[config.mk]
export PLATFORM = sky130hd
export DESIGN_NAME = match_collector
export DESIGN_NICKNAME = d
export VERILOG_FILES = /design/src/rtl/match_collector_pkg.sv /design/src/rtl/match_bit_index.sv /design/src/rtl/match_collector.sv
export SDC_FILE = /design/constraint.sdc
export NUM_CORES = 1
export LEC_CHECK = 0
export CELL_PAD_IN_SITES_DETAIL_PLACEMENT = 0
export CELL_PAD_IN_SITES_GLOBAL_PLACEMENT = 1
export CORE_MARGIN = 2
export CORE_UTILIZATION = 36
export CTS_CLUSTER_DIAMETER = 150
export DETAILED_ROUTE_END_ITERATION = 7
export PLACE_DENSITY = 0.82
export SLEW_MARGIN = 0
export SYNTH_ARGS = -nofsm -noshare
export SYNTH_HDL_FRONTEND = slang
export SYNTH_SLANG_ARGS = --single-unit
[constraint.sdc]
create_clock -name clk -period 2.2 [get_ports clk]
set_input_delay 0.55 -clock clk [delete_from_list [all_inputs] [get_ports clk]]
set_output_delay 0.55 -clock clk [all_outputs]
set_load 0.02 [all_outputs]
[src/rtl/match_collector_pkg.sv]
// ============================================================================
// Module      : match_collector_pkg
// Description : Shared FSM encoding and default sizing for the scanner,
//               the match collector and the display stage.
// Revision    : 1.0 - initial release
// ============================================================================
`default_nettype none

package match_collector_pkg;

  // Collector FSM encoding
  localparam logic [1:0] ST_IDLE = 2'd0;
  localparam logic [1:0] ST_SCAN = 2'd1;
  localparam logic [1:0] ST_DONE = 2'd2;

  // Default word/pattern geometry
  localparam int DEF_WIDTH   = 32;
  localparam int DEF_PAT_LEN = 4;
  localparam int DEF_POS_W   = $clog2(DEF_WIDTH);
  localparam int DEF_CNT_W   = $clog2(DEF_WIDTH + 1);

endpackage

`default_nettype wire

[src/rtl/match_bit_index.sv]
// ============================================================================
// Module      : match_bit_index
// Description : Bit-position counter for one word scan; wraps to 0 after the
//               last bit and flags when the current position is the last one.
// Revision    : 1.0 - initial release
// ============================================================================
`default_nettype none

module match_bit_index
  import match_collector_pkg::*;
#(
  parameter int WIDTH = DEF_WIDTH,
  parameter int POS_W = DEF_POS_W
) (
  input  logic             clk,
  input  logic             rst,
  input  logic             clear,
  input  logic             step,
  output logic [POS_W-1:0] idx,
  output logic             is_last
);

  localparam logic [POS_W-1:0] C_LAST = POS_W'(WIDTH - 1);

  logic [POS_W-1:0] r_idx;

  assign idx     = r_idx;
  assign is_last = (r_idx == C_LAST);

  // Clear dominates step; stepping past the last bit wraps to zero
  always_ff @(posedge clk) begin
    if (rst) begin
      r_idx <= '0;
    end else if (clear) begin
      r_idx <= '0;
    end else if (step) begin
      r_idx <= is_last ? '0 : r_idx + POS_W'(1);
    end
  end

endmodule

`default_nettype wire

[src/rtl/match_collector.sv]
// ============================================================================
// Module      : match_collector
// Description : Accumulates scanner hit strobes over one word scan (count,
//               first/last hit position, per-position hit map) and offers the
//               result to the display stage through a valid/ack handshake.
// Revision    : 1.0 - initial release
// ============================================================================
`default_nettype none

module match_collector
  import match_collector_pkg::*;
#(
  parameter int WIDTH   = DEF_WIDTH,
  parameter int PAT_LEN = DEF_PAT_LEN,
  parameter int POS_W   = DEF_POS_W,
  parameter int CNT_W   = DEF_CNT_W
) (
  input  logic             clk,
  input  logic             rst,
  input  logic             scan_start,
  input  logic             bit_valid,
  input  logic             hit,
  input  logic             result_ack,
  output logic             busy,
  output logic             result_valid,
  output logic [CNT_W-1:0] match_count,
  output logic [POS_W-1:0] first_pos,
  output logic [POS_W-1:0] last_pos,
  output logic [WIDTH-1:0] hit_map,
  output logic             no_match
);

  // Lowest position at which a full pattern can have been seen
  localparam logic [POS_W-1:0] C_MIN_IDX = POS_W'(PAT_LEN - 1);

  logic [1:0]       r_state;
  logic [CNT_W-1:0] r_count;
  logic [POS_W-1:0] r_first;
  logic [POS_W-1:0] r_last;
  logic [WIDTH-1:0] r_map;

  logic [POS_W-1:0] w_idx;
  logic             w_is_last;
  logic             w_clear;
  logic             w_step;
  logic             w_accept;

  // A new scan begins from IDLE or SCAN on scan_start, or from DONE only
  // when the result is acknowledged in the same cycle.
  assign w_clear  = scan_start &&
                    ((r_state == ST_IDLE) || (r_state == ST_SCAN) ||
                     ((r_state == ST_DONE) && result_ack));
  // A restart discards any bit presented in the same cycle
  assign w_step   = (r_state == ST_SCAN) && bit_valid && !scan_start;
  assign w_accept = w_step && hit && (w_idx >= C_MIN_IDX);

  match_bit_index #(
    .WIDTH (WIDTH),
    .POS_W (POS_W)
  ) u_bit_index (
    .clk     (clk),
    .rst     (rst),
    .clear   (w_clear),
    .step    (w_step),
    .idx     (w_idx),
    .is_last (w_is_last)
  );

  // Scan control: IDLE -> SCAN -> DONE -> IDLE (or straight back to SCAN)
  always_ff @(posedge clk) begin
    if (rst) begin
      r_state <= ST_IDLE;
    end else begin
      case (r_state)
        ST_IDLE: if (scan_start) r_state <= ST_SCAN;
        ST_SCAN: if (w_step && w_is_last) r_state <= ST_DONE;
        ST_DONE: begin
          if (result_ack) r_state <= scan_start ? ST_SCAN : ST_IDLE;
        end
        default: r_state <= ST_IDLE;
      endcase
    end
  end

  // Result accumulators; held between scans until the next start clears them
  always_ff @(posedge clk) begin
    if (rst) begin
      r_count <= '0;
      r_first <= '0;
      r_last  <= '0;
      r_map   <= '0;
    end else if (w_clear) begin
      r_count <= '0;
      r_first <= '0;
      r_last  <= '0;
      r_map   <= '0;
    end else if (w_accept) begin
      r_count        <= r_count + CNT_W'(1);
      r_last         <= w_idx;
      r_map[w_idx]   <= 1'b1;
      if (r_count == '0) begin
        r_first <= w_idx;
      end
    end
  end

  assign busy         = (r_state == ST_SCAN);
  assign result_valid = (r_state == ST_DONE);
  assign no_match     = result_valid && (r_count == '0);
  assign match_count  = r_count;
  assign first_pos    = r_first;
  assign last_pos     = r_last;
  assign hit_map      = r_map;

endmodule

`default_nettype wire
==> results of run 1 <==
kinds of logic after synthesis:
logic type / count (synthesis) / synth area share
AOI/OAI and AO/OA: 63 / 0.165
xor gates and xnor gates: 3 / 0.0116
adders and majority gates: 8 / 0.0442
buffers and inverters: 20 / 0.0387
DFF: 55 / 0.486
muxes: 4 / 0.0177
and+or+nand+nor: 98 / 0.237
final cells by class:
type | count | area [um^2]
Fill cell | 560 | 2820
Timing Repair Buffer | 77 | 754
Clock buffer | 5 | 68.8
Inverter | 8 | 30.0
Sequential cell | 55 | 1100
Multi-Input combinational cell | 176 | 1080
Tap cell | 75 | 93.8
Clock inverter | 3 | 46.3
path summary, 6_finish.rpt:
check,slack (ns),endpoint,depth (start not counted),start
max reg2reg,0.45,hit_map[10]$_SDFFE_PP0P_,4,u_bit_index.idx[3]$_SDFFE_PP0N_
min reg2reg,0.47,last_pos[0]$_SDFFE_PP0P_,2,last_pos[0]$_SDFFE_PP0P_
min,0.47,last_pos[0]$_SDFFE_PP0P_,2,last_pos[0]$_SDFFE_PP0P_
max,0.14,result_valid,3,r_state[0]$_SDFFE_PP0P_
sequential cells by signal (all words and copies together), names as in the netlist:
signal and flops:
hit_map 32, u_bit_index.idx 5, match_count 6, r_state 2, first_pos 5, last_pos 5
worst max-delay path: cells and delay by family, from the launching register on:
kind | cells | cell delay (ns)
buffers and inverters | 2 | 0.65
and+or+nand+nor | 1 | 0.19
DFF | 1 | 0.36
routing by layer:
metal,track usage,share of wire,vias to the layer above
li1,-,-,1017
met1,0.225,0.49,939
met5,0,0,-
met2,0.260,0.44,51
met4,0.0447,0.011,0
met3,0.0467,0.054,5
power breakdown:
part	internal, mW	total [mW]	leakage [nW]	switching (mW)
combinational	0.0355	0.0796	0.611	0.0441
sequential	0.997	0.999	0.443	0.00222
clock	0.343	0.683	0.0548	0.340
total	1.38	1.76	1.11	0.386
Yosys cell counts (3+ instances only):
library cell	count
sky130_fd_sc_hd__nor2b_1	4
sky130_fd_sc_hd__nand2_1	12
sky130_fd_sc_hd__o21ai_0	3
sky130_fd_sc_hd__nand3_1	4
sky130_fd_sc_hd__inv_1	7
sky130_fd_sc_hd__ha_1	8
sky130_fd_sc_hd__a21oi_1	42
sky130_fd_sc_hd__a31oi_1	6
sky130_fd_sc_hd__mux2i_1	4
sky130_fd_sc_hd__nor2_1	48
sky130_fd_sc_hd__nand3b_1	7
sky130_fd_sc_hd__or3_1	3
sky130_fd_sc_hd__dfxtp_1	55
sky130_fd_sc_hd__clkbuf_1	9
sky130_fd_sc_hd__and4_1	4
sky130_fd_sc_hd__o21ai_1	3
sky130_fd_sc_hd__nor3_1	3
metrics by stage:
| stage | util | instances |
|---|---|---|
| after global routing | 0.529 | 399 |
| after CTS | 0.529 | 399 |
| final | 0.529 | 399 |
| after detailed placement | 0.510 | 391 |
| after global placement | 0.510 | 391 |
| after floorplan | - | 251 |
==> impl_metrics.xml, run 1 <==
<?xml version="1.0" encoding="UTF-8"?>
<metrics>
  <group name="outcome">
    <metric name="status" unit="">complete, no violations</metric>
  </group>
  <group name="yosys">
    <metric name="post_synth_inst_count" unit="">251</metric>
    <metric name="syn_area" unit="mm^2">0.00227</metric>
    <metric name="synthesized_area_per_cell" unit="um^2">9.03</metric>
    <metric name="ys_top_cells_by_area" unit="">sky130_fd_sc_hd__dfxtp_1, sky130_fd_sc_hd__a21oi_1, sky130_fd_sc_hd__nor2_1</metric>
    <metric name="portion_of_synthesized_cell_area_occupied_by_the_leading_cell_type" unit="">0.486</metric>
    <metric name="async_flop_share" unit="">0</metric>
    <metric name="synth_enable_flop_cells" unit="">0</metric>
    <metric name="synth_warnings" unit="">0</metric>
    <metric name="ys_dominant_reg_cell" unit="">sky130_fd_sc_hd__dfxtp_1</metric>
    <metric name="ys_ff_latch" unit="">55</metric>
    <metric name="yosysSeqAreaShare" unit="">0.486</metric>
    <metric name="synth_top_area_cell" unit="">sky130_fd_sc_hd__dfxtp_1</metric>
    <metric name="syn-num-nets" unit="">265</metric>
    <metric name="netlist-cell-type-count" unit="">41</metric>
  </group>
  <group name="drt">
    <metric name="vias" unit="">2012</metric>
    <metric name="drtPass1Iterations" unit="">4</metric>
    <metric name="drt-initial-drc-count" unit="">161</metric>
    <metric name="drt_antenna_net_count" unit="">0</metric>
    <metric name="drcViolationCount" unit="">0</metric>
    <metric name="wl_final" unit="mm">5.64</metric>
    <metric name="routedWlPerCell" unit="um">14.1</metric>
    <metric name="vias_per_cell" unit="">5.04</metric>
  </group>
  <group name="critical_path">
    <metric name="worst-endpoint-required" unit="ns">1.65</metric>
    <metric name="crit_path_cell_chain" unit="">nand2b_1 -&gt; inv_1 -&gt; clkdlybuf4s50_1</metric>
    <metric name="cp_data_arrival_time" unit="ns">1.51</metric>
    <metric name="critical_path_peak_fanout" unit="">6</metric>
    <metric name="critPathKind" unit="">reg2out</metric>
    <metric name="timing.critical_path.slowest_stage_cell" unit="">sky130_fd_sc_hd__clkdlybuf4s50_1</metric>
    <metric name="worst_setup_path_end_kind" unit="">primary output</metric>
    <metric name="largest_stage_delay_on_the_critical_path" unit="ns">0.59</metric>
    <metric name="timing.critical_path.from_type" unit="">flip-flop</metric>
  </group>
  <group name="floorplanning">
    <metric name="die_height" unit="um">83.3</metric>
    <metric name="floorplan.die_area" unit="mm^2">0.00694</metric>
    <metric name="core_region_area" unit="mm^2">0.00599</metric>
    <metric name="row_count" unit="">28</metric>
    <metric name="start_util" unit="">0.378</metric>
    <metric name="die_width" unit="um">83.3</metric>
    <metric name="top_level_ports" unit="">57</metric>
  </group>
  <group name="sta">
    <metric name="finalWorstSetupSlack" unit="ns">0.137</metric>
    <metric name="finalClockSkew" unit="ns">0.00470</metric>
    <metric name="layout_min_cycle_time" unit="ns">2.06</metric>
    <metric name="final-max-slew-violation-count" unit="">0</metric>
    <metric name="fin_hold_ws" unit="ns">0.466</metric>
    <metric name="maxSlewHeadroom" unit="">0.642</metric>
    <metric name="fmaxAchievable" unit="MHz">485</metric>
    <metric name="timing.final.hold_violations" unit="">0</metric>
    <metric name="min_period_over_period" unit="">0.938</metric>
    <metric name="final_setup_vio_count" unit="">0</metric>
    <metric name="grt_setup_unrepaired" unit="">no</metric>
    <metric name="setup_total_negative_slack" unit="ns">0</metric>
    <metric name="worst-slew-pin-transition" unit="ns">0.533</metric>
  </group>
  <group name="placement">
    <metric name="post_place_instance_area" unit="mm^2">0.00306</metric>
    <metric name="gp_congestion" unit="">0.800</metric>
    <metric name="dp_hpwl" unit="mm">4.02</metric>
    <metric name="portBuffers" unit="">56</metric>
    <metric name="place_worst_setup_slack" unit="ns">-0.00342</metric>
  </group>
  <group name="finish">
    <metric name="diodes" unit="">0</metric>
    <metric name="postLayoutCellArea" unit="mm^2">0.00317</metric>
    <metric name="layout.nets" unit="">337</metric>
    <metric name="commonest_cells_after_routing_fill_and_taps_aside" unit="">sky130_fd_sc_hd__dfxtp_1, sky130_fd_sc_hd__clkdlybuf4s50_1, sky130_fd_sc_hd__nor2_1</metric>
    <metric name="share_of_final_layout_standard_cells_stronger_than_drive_strength_1" unit="">0.117</metric>
    <metric name="synthToLayoutAreaGrowth" unit="%">40.0</metric>
  </group>
  <group name="clock_tree">
    <metric name="cts_tree" unit="">done</metric>
    <metric name="cts_max_level" unit="">2</metric>
    <metric name="postCtsHoldBufs" unit="">0</metric>
    <metric name="cts_setup_buffers" unit="">0</metric>
    <metric name="numClockSinks" unit="">55</metric>
    <metric name="numCtsBuffers" unit="">5</metric>
    <metric name="clock_tree.root_cell" unit="">sky130_fd_sc_hd__clkbuf_8</metric>
    <metric name="cts.path.max_buffers" unit="">2</metric>
    <metric name="clkLatencyLatePin" unit="ns">0.31</metric>
    <metric name="postcts_resize_cnt" unit="">1</metric>
    <metric name="clk_transition_reported_paths" unit="ns">0.10</metric>
  </group>
  <group name="pwr">
    <metric name="power_per_cell_area" unit="mW/mm^2">555</metric>
    <metric name="post-layout-total-power" unit="mW">1.76</metric>
    <metric name="ir_drop" unit="uV">311</metric>
    <metric name="power.static_leakage" unit="nW">1.11</metric>
  </group>
  <group name="global_route">
    <metric name="grt_pass1_vias" unit="">1943</metric>
    <metric name="grt_first_pass_wirelength" unit="mm">9.50</metric>
    <metric name="global_route.overflow_total" unit="">0</metric>
    <metric name="grtUsageTotal" unit="">0.166</metric>
    <metric name="grt_antenna_before_repair" unit="">0</metric>
    <metric name="pin_count_of_the_biggest_net_entering_global_routing" unit="">28</metric>
  </group>
  <group name="min_path">
    <metric name="worstHoldPathType" unit="">reg2reg</metric>
  </group>
  <group name="job">
    <metric name="max_cap_violations" unit="">0</metric>
  </group>
</metrics>
(Power assumes the default switching activity.)
==> inputs of run 2 (changes only) <==
--- a/config.mk
+++ b/config.mk
@@ -5,6 +5,7 @@
 export SDC_FILE = /design/constraint.sdc
 export NUM_CORES = 1
 export LEC_CHECK = 0
+export CAP_MARGIN = 10
 export CELL_PAD_IN_SITES_DETAIL_PLACEMENT = 0
 export CELL_PAD_IN_SITES_GLOBAL_PLACEMENT = 1
 export CORE_MARGIN = 2
@@ -12,6 +13,7 @@
 export CTS_CLUSTER_DIAMETER = 150
 export DETAILED_ROUTE_END_ITERATION = 7
 export PLACE_DENSITY = 0.82
+export REMOVE_ABC_BUFFERS = 1
 export SLEW_MARGIN = 0
 export SYNTH_ARGS = -nofsm -noshare
 export SYNTH_HDL_FRONTEND = slang
==> impl_metrics.xml, run 2 (same netlist as run 1, synthesis figures left out) <==
<?xml version="1.0" encoding="UTF-8"?>
<metrics>
  <group name="finish">
    <metric name="filler_cell_count" unit="">567</metric>
    <metric name="share_of_final_layout_standard_cells_stronger_than_drive_strength_1" unit="">0.103</metric>
    <metric name="layout.nets" unit="">333</metric>
    <metric name="commonest_cells_after_routing_fill_and_taps_aside" unit="">sky130_fd_sc_hd__dfxtp_1, sky130_fd_sc_hd__clkdlybuf4s50_1, sky130_fd_sc_hd__nor2_1</metric>
    <metric name="largest_register_ffs" unit="">32</metric>
    <metric name="final_util" unit="">0.521</metric>
    <metric name="diodes" unit="">0</metric>
    <metric name="synthToLayoutAreaGrowth" unit="%">37.7</metric>
    <metric name="postLayoutCellArea" unit="mm^2">0.00312</metric>
  </group>
  <group name="outcome">
    <metric name="status" unit="">complete, no violations</metric>
  </group>
  <group name="clock_tree">
    <metric name="numCtsBuffers" unit="">5</metric>
    <metric name="numClockSinks" unit="">55</metric>
    <metric name="cts_tree" unit="">done</metric>
    <metric name="clock_tree.root_cell" unit="">sky130_fd_sc_hd__clkbuf_8</metric>
    <metric name="clkLatencyLatePin" unit="ns">0.31</metric>
    <metric name="cts_max_level" unit="">2</metric>
    <metric name="clk_transition_reported_paths" unit="ns">0.09</metric>
    <metric name="cts.path.max_buffers" unit="">2</metric>
    <metric name="cts_setup_buffers" unit="">0</metric>
  </group>
  <group name="placement">
    <metric name="place_worst_setup_slack" unit="ns">-0.00102</metric>
    <metric name="dp_hpwl" unit="mm">3.80</metric>
    <metric name="gp_congestion" unit="">0.759</metric>
    <metric name="post_place_instance_area" unit="mm^2">0.00302</metric>
    <metric name="portBuffers" unit="">56</metric>
  </group>
  <group name="sta">
    <metric name="fmaxAchievable" unit="MHz">488</metric>
    <metric name="final-max-slew-violation-count" unit="">0</metric>
    <metric name="worst-slew-pin-transition" unit="ns">0.614</metric>
    <metric name="timing.final.hold_violations" unit="">0</metric>
    <metric name="maxSlewHeadroom" unit="">0.588</metric>
    <metric name="grt_setup_unrepaired" unit="">no</metric>
    <metric name="final_setup_vio_count" unit="">0</metric>
    <metric name="finalClockSkew" unit="ns">0.00755</metric>
    <metric name="finalWorstSetupSlack" unit="ns">0.153</metric>
    <metric name="min_period_over_period" unit="">0.931</metric>
    <metric name="layout_min_cycle_time" unit="ns">2.05</metric>
  </group>
  <group name="floorplanning">
    <metric name="floorplan.die_area" unit="mm^2">0.00694</metric>
    <metric name="die_height" unit="um">83.3</metric>
    <metric name="top_level_ports" unit="">57</metric>
    <metric name="start_util" unit="">0.378</metric>
    <metric name="row_count" unit="">28</metric>
    <metric name="core_region_area" unit="mm^2">0.00599</metric>
    <metric name="die_width" unit="um">83.3</metric>
  </group>
  <group name="global_route">
    <metric name="grt_pass1_vias" unit="">1914</metric>
    <metric name="grt_antenna_before_repair" unit="">0</metric>
    <metric name="global_route.overflow_total" unit="">0</metric>
    <metric name="grtUsageTotal" unit="">0.159</metric>
    <metric name="grt_first_pass_wirelength" unit="mm">9.14</metric>
    <metric name="pin_count_of_the_biggest_net_entering_global_routing" unit="">51</metric>
  </group>
  <group name="critical_path">
    <metric name="worst_setup_path_startpoint" unit="">r_state[0]$_SDFFE_PP0P_</metric>
    <metric name="timing.critical_path.from_type" unit="">flip-flop</metric>
    <metric name="crit_path_cell_chain" unit="">nand2b_1 -&gt; inv_1 -&gt; clkdlybuf4s50_1</metric>
    <metric name="worst_setup_path_end_kind" unit="">primary output</metric>
    <metric name="critical_path.reg2reg.startpoint" unit="">u_bit_index.idx[1]$_SDFFE_PP0N_</metric>
    <metric name="largest_stage_delay_on_the_critical_path" unit="ns">0.59</metric>
    <metric name="reg2reg_setup_slack" unit="ns">0.37</metric>
    <metric name="critical_path_peak_fanout" unit="">6</metric>
    <metric name="critPathKind" unit="">reg2out</metric>
    <metric name="worstRegToRegCells" unit="">5</metric>
    <metric name="timing.critical_path.slowest_stage_cell" unit="">sky130_fd_sc_hd__clkdlybuf4s50_1</metric>
    <metric name="worst-endpoint-required" unit="ns">1.65</metric>
    <metric name="cp_data_arrival_time" unit="ns">1.50</metric>
  </group>
  <group name="drt">
    <metric name="wl_final" unit="mm">5.39</metric>
    <metric name="drtPass1Iterations" unit="">5</metric>
    <metric name="vias" unit="">1956</metric>
    <metric name="drt_antenna_net_count" unit="">0</metric>
    <metric name="drt-initial-drc-count" unit="">96</metric>
    <metric name="routedWlPerCell" unit="um">13.7</metric>
    <metric name="drcViolationCount" unit="">0</metric>
    <metric name="vias_per_cell" unit="">4.96</metric>
  </group>
  <group name="pwr">
    <metric name="ir_drop" unit="uV">359</metric>
    <metric name="power_per_cell_area" unit="mW/mm^2">554</metric>
    <metric name="post-layout-total-power" unit="mW">1.73</metric>
    <metric name="power.static_leakage" unit="nW">1.08</metric>
  </group>
  <group name="job">
    <metric name="max_cap_violations" unit="">0</metric>
  </group>
  <group name="min_path">
    <metric name="hold_depth" unit="">2</metric>
    <metric name="hold_path.startpoint" unit="">last_pos[3]$_SDFFE_PP0P_</metric>
    <metric name="worstHoldPathType" unit="">reg2reg</metric>
  </group>
</metrics>
==> run 2: cell types whose count changed in the layout (fill, tap and decap cells not counted), sizes merged <==
cell  delta
buf      -4
inv      -1
==> run 2: timing repair <==
item,4_1_cts,5_1_grt
endpoints found under the hold margin,0,0
hold buffers,0,0
gates resized for setup,1,0
endpoints found under the setup margin,1,0
==> run 2: critical path: cells and delay by family (launching register included) <==
family	cells	cell delay, ns
and+or+nand+nor	1	0.18
buffers and inverters	2	0.65
DFF	1	0.36
==> run 2: final timing paths <==
path                            endpoint
max                         result_valid
min             last_pos[3]$_SDFFE_PP0P_
max reg2reg  match_count[1]$_SDFFE_PP0P_
min reg2reg     last_pos[3]$_SDFFE_PP0P_
==> run 2: stage by stage <==
stage / hold slack (ns) / instances / setup TNS (ns)
2_1_floorplan: 0.530 / 239 / 0
3_3_place_gp: 0.449 / 387 / 0
3_5_place_dp: 0.458 / 387 / -0.00102
4_1_cts: 0.473 / 394 / 0
5_1_grt: 0.501 / 394 / 0
6_report: 0.466 / 394 / 0
==> run 2: per-layer routing <==
metal	share of wire	GRT usage	wire length, um	vias up
li1	-	-	-	1007
met1	0.50	0.219	2670	901
met2	0.45	0.243	2400	43
met3	0.050	0.0467	270	5
met4	0.0087	0.0447	47	0
met5	0	0	0	-
==> run 2: area by class of cell <==
class,count,area (um^2),area share
multi-input combinational,176,1080,0.345
sequential,55,1100,0.353
clock buffer,5,68.8,0.0221
clock inverter,2,37.5,0.0120
tap,75,93.8,0.0301
inverter,8,30.0,0.00962
timing repair buffer,73,712,0.228
==> run 2: power breakdown <==
part / internal (mW) / switching, mW / leakage (nW)
clock: 0.333 / 0.326 / 0.0502
combinational: 0.0287 / 0.0415 / 0.586
sequential: 0.996 / 0.00252 / 0.443
==> inputs of run 3 (changes only) <==
--- a/config.mk
+++ b/config.mk
@@ -8,11 +8,11 @@
 export CAP_MARGIN = 10
 export CELL_PAD_IN_SITES_DETAIL_PLACEMENT = 0
 export CELL_PAD_IN_SITES_GLOBAL_PLACEMENT = 1
+export CORE_ASPECT_RATIO = 1.75
 export CORE_MARGIN = 2
-export CORE_UTILIZATION = 36
-export CTS_CLUSTER_DIAMETER = 150
+export CORE_UTILIZATION = 39
 export DETAILED_ROUTE_END_ITERATION = 7
-export PLACE_DENSITY = 0.82
+export PLACE_DENSITY = 0.87
 export REMOVE_ABC_BUFFERS = 1
 export SLEW_MARGIN = 0
 export SYNTH_ARGS = -nofsm -noshare
==> constraint.sdc (replaced) <==
create_clock -name clk -period 2.63 [get_ports clk]
set_input_delay 0.6575 -clock clk [delete_from_list [all_inputs] [get_ports clk]]
set_output_delay 0.6575 -clock clk [all_outputs]
set_load 0.02 [all_outputs]
==> impl_metrics.xml, run 3 (same netlist as run 1, synthesis figures left out) <==
<?xml version="1.0" encoding="UTF-8"?>
<metrics>
  <group name="clock_tree">
    <metric name="cts_max_level" unit="">2</metric>
    <metric name="numClockSinks" unit="">55</metric>
    <metric name="postCtsHoldBufs" unit="">0</metric>
    <metric name="clock_tree.root_cell" unit="">sky130_fd_sc_hd__clkbuf_8</metric>
    <metric name="numCtsBuffers" unit="">5</metric>
    <metric name="clkLatencyLatePin" unit="ns">0.31</metric>
    <metric name="cts_tree" unit="">done</metric>
    <metric name="cts_setup_buffers" unit="">0</metric>
    <metric name="clk_transition_reported_paths" unit="ns">0.09</metric>
    <metric name="cts.path.max_buffers" unit="">2</metric>
    <metric name="postcts_resize_cnt" unit="">0</metric>
  </group>
  <group name="outcome">
    <metric name="status" unit="">complete, no violations</metric>
  </group>
  <group name="global_route">
    <metric name="grt_pass1_vias" unit="">1816</metric>
    <metric name="grt_first_pass_wirelength" unit="mm">8.55</metric>
    <metric name="grtUsageTotal" unit="">0.174</metric>
    <metric name="global_route.overflow_total" unit="">0</metric>
    <metric name="grt_antenna_before_repair" unit="">0</metric>
    <metric name="pin_count_of_the_biggest_net_entering_global_routing" unit="">51</metric>
  </group>
  <group name="critical_path">
    <metric name="cp_data_arrival_time" unit="ns">1.54</metric>
    <metric name="worst_setup_path_end_kind" unit="">primary output</metric>
    <metric name="timing.critical_path.from_type" unit="">flip-flop</metric>
    <metric name="worst-endpoint-required" unit="ns">1.97</metric>
    <metric name="critical_path_peak_fanout" unit="">6</metric>
    <metric name="critPathKind" unit="">reg2out</metric>
  </group>
  <group name="drt">
    <metric name="drcViolationCount" unit="">0</metric>
    <metric name="vias_per_cell" unit="">4.98</metric>
    <metric name="vias" unit="">1921</metric>
    <metric name="drt_antenna_net_count" unit="">0</metric>
    <metric name="drtPass1Iterations" unit="">4</metric>
    <metric name="wl_final" unit="mm">5.36</metric>
    <metric name="drt-initial-drc-count" unit="">56</metric>
    <metric name="routedWlPerCell" unit="um">13.9</metric>
  </group>
  <group name="finish">
    <metric name="combined_area_of_the_multi_input_logic_cells" unit="mm^2">0.00108</metric>
    <metric name="layout.nets" unit="">323</metric>
    <metric name="area.sequential" unit="mm^2">0.00110</metric>
    <metric name="filler_cell_count" unit="">565</metric>
    <metric name="postLayoutCellArea" unit="mm^2">0.00302</metric>
    <metric name="synthToLayoutAreaGrowth" unit="%">33.5</metric>
    <metric name="diodes" unit="">0</metric>
    <metric name="largest_register_ffs" unit="">32</metric>
    <metric name="share_of_final_layout_standard_cells_stronger_than_drive_strength_1" unit="">0.0774</metric>
    <metric name="commonest_cells_after_routing_fill_and_taps_aside" unit="">sky130_fd_sc_hd__dfxtp_1, sky130_fd_sc_hd__clkdlybuf4s50_1, sky130_fd_sc_hd__nor2_1</metric>
  </group>
  <group name="floorplanning">
    <metric name="core_region_area" unit="mm^2">0.00559</metric>
    <metric name="start_util" unit="">0.406</metric>
    <metric name="die_height" unit="um">105</metric>
    <metric name="row_count" unit="">36</metric>
    <metric name="die_width" unit="um">61.6</metric>
    <metric name="top_level_ports" unit="">57</metric>
    <metric name="floorplan.die_area" unit="mm^2">0.00646</metric>
  </group>
  <group name="pwr">
    <metric name="power.static_leakage" unit="nW">1.03</metric>
    <metric name="power_per_cell_area" unit="mW/mm^2">451</metric>
    <metric name="ir_drop" unit="uV">349</metric>
  </group>
  <group name="sta">
    <metric name="min_period_over_period" unit="">0.834</metric>
    <metric name="maxSlewHeadroom" unit="">0.630</metric>
    <metric name="setup_total_negative_slack" unit="ns">0</metric>
    <metric name="final-max-slew-violation-count" unit="">0</metric>
    <metric name="finalClockSkew" unit="ns">0.00904</metric>
    <metric name="layout_min_cycle_time" unit="ns">2.19</metric>
    <metric name="fmaxAchievable" unit="MHz">456</metric>
    <metric name="grt_setup_unrepaired" unit="">no</metric>
    <metric name="worst-slew-pin-transition" unit="ns">0.554</metric>
    <metric name="final_setup_vio_count" unit="">0</metric>
    <metric name="timing.final.hold_violations" unit="">0</metric>
  </group>
  <group name="min_path">
    <metric name="worstHoldPathType" unit="">reg2reg</metric>
  </group>
  <group name="placement">
    <metric name="dp_hpwl" unit="mm">3.90</metric>
    <metric name="portBuffers" unit="">56</metric>
    <metric name="post_place_instance_area" unit="mm^2">0.00293</metric>
    <metric name="gp_congestion" unit="">0.766</metric>
  </group>
  <group name="job">
    <metric name="max_cap_violations" unit="">0</metric>
  </group>
</metrics>
run 3: power by group:
part / switching, mW / internal (mW)
clock network: 0.281 / 0.191
logic: 0.0344 / 0.0225
registers: 0.00229 / 0.834
run 3: through the flow:
stage          cells  worst slack [ns]   util  hold slack (ns)  power [mW]
2_1_floorplan    239             0.456      -            0.530       0.882
3_3_place_gp     378             0.278  0.524            0.444       0.912
3_5_place_dp     378             0.268  0.524            0.449       0.912
4_1_cts          386            0.0621  0.541            0.463        1.38
5_1_grt          386             0.339  0.541            0.498        1.41
6_report         386             0.436  0.541            0.458        1.37
run 3: routing by layer:
layer  vias up  share of wire  GRT usage  wire length [um]
li1        981              -          -                 -
met1       883           0.42      0.208              2230
met2        43           0.52      0.283              2780
met3        14          0.029     0.0297               157
met4         0          0.036     0.0897               192
met5         -              0          0                 0
run 3: worst paths after layout:
path | cells past startpoint | end | slack [ns] | start
setup / recovery | 5 | no_match | 0.44 | match_count[0]$_SDFFE_PP0P_
hold / removal | 2 | last_pos[0]$_SDFFE_PP0P_ | 0.46 | last_pos[0]$_SDFFE_PP0P_
setup reg to reg | 4 | hit_map[7]$_SDFFE_PP0P_ | 0.71 | u_bit_index.idx[2]$_SDFFE_PP0N_
hold reg to reg | 2 | last_pos[0]$_SDFFE_PP0P_ | 0.46 | last_pos[0]$_SDFFE_PP0P_
run 3: worst max-delay path, stage by stage, from the launching register on:
cell and delay [ns]:
sky130_fd_sc_hd__dfxtp_1 0.45, sky130_fd_sc_hd__inv_1 0.10, sky130_fd_sc_hd__ha_1 0.20, sky130_fd_sc_hd__nand3_1 0.22
sky130_fd_sc_hd__nor2_1 0.06, sky130_fd_sc_hd__dlymetal6s2s_1 0.21
run 3: cell type report:
type | instances | area share
Clock buffer | 5 | 0.0228
Clock inverter | 3 | 0.00786
Inverter | 8 | 0.00993
Multi-Input combinational cell | 176 | 0.356
Sequential cell | 55 | 0.364
Tap cell | 76 | 0.0314
Timing Repair Buffer | 63 | 0.208
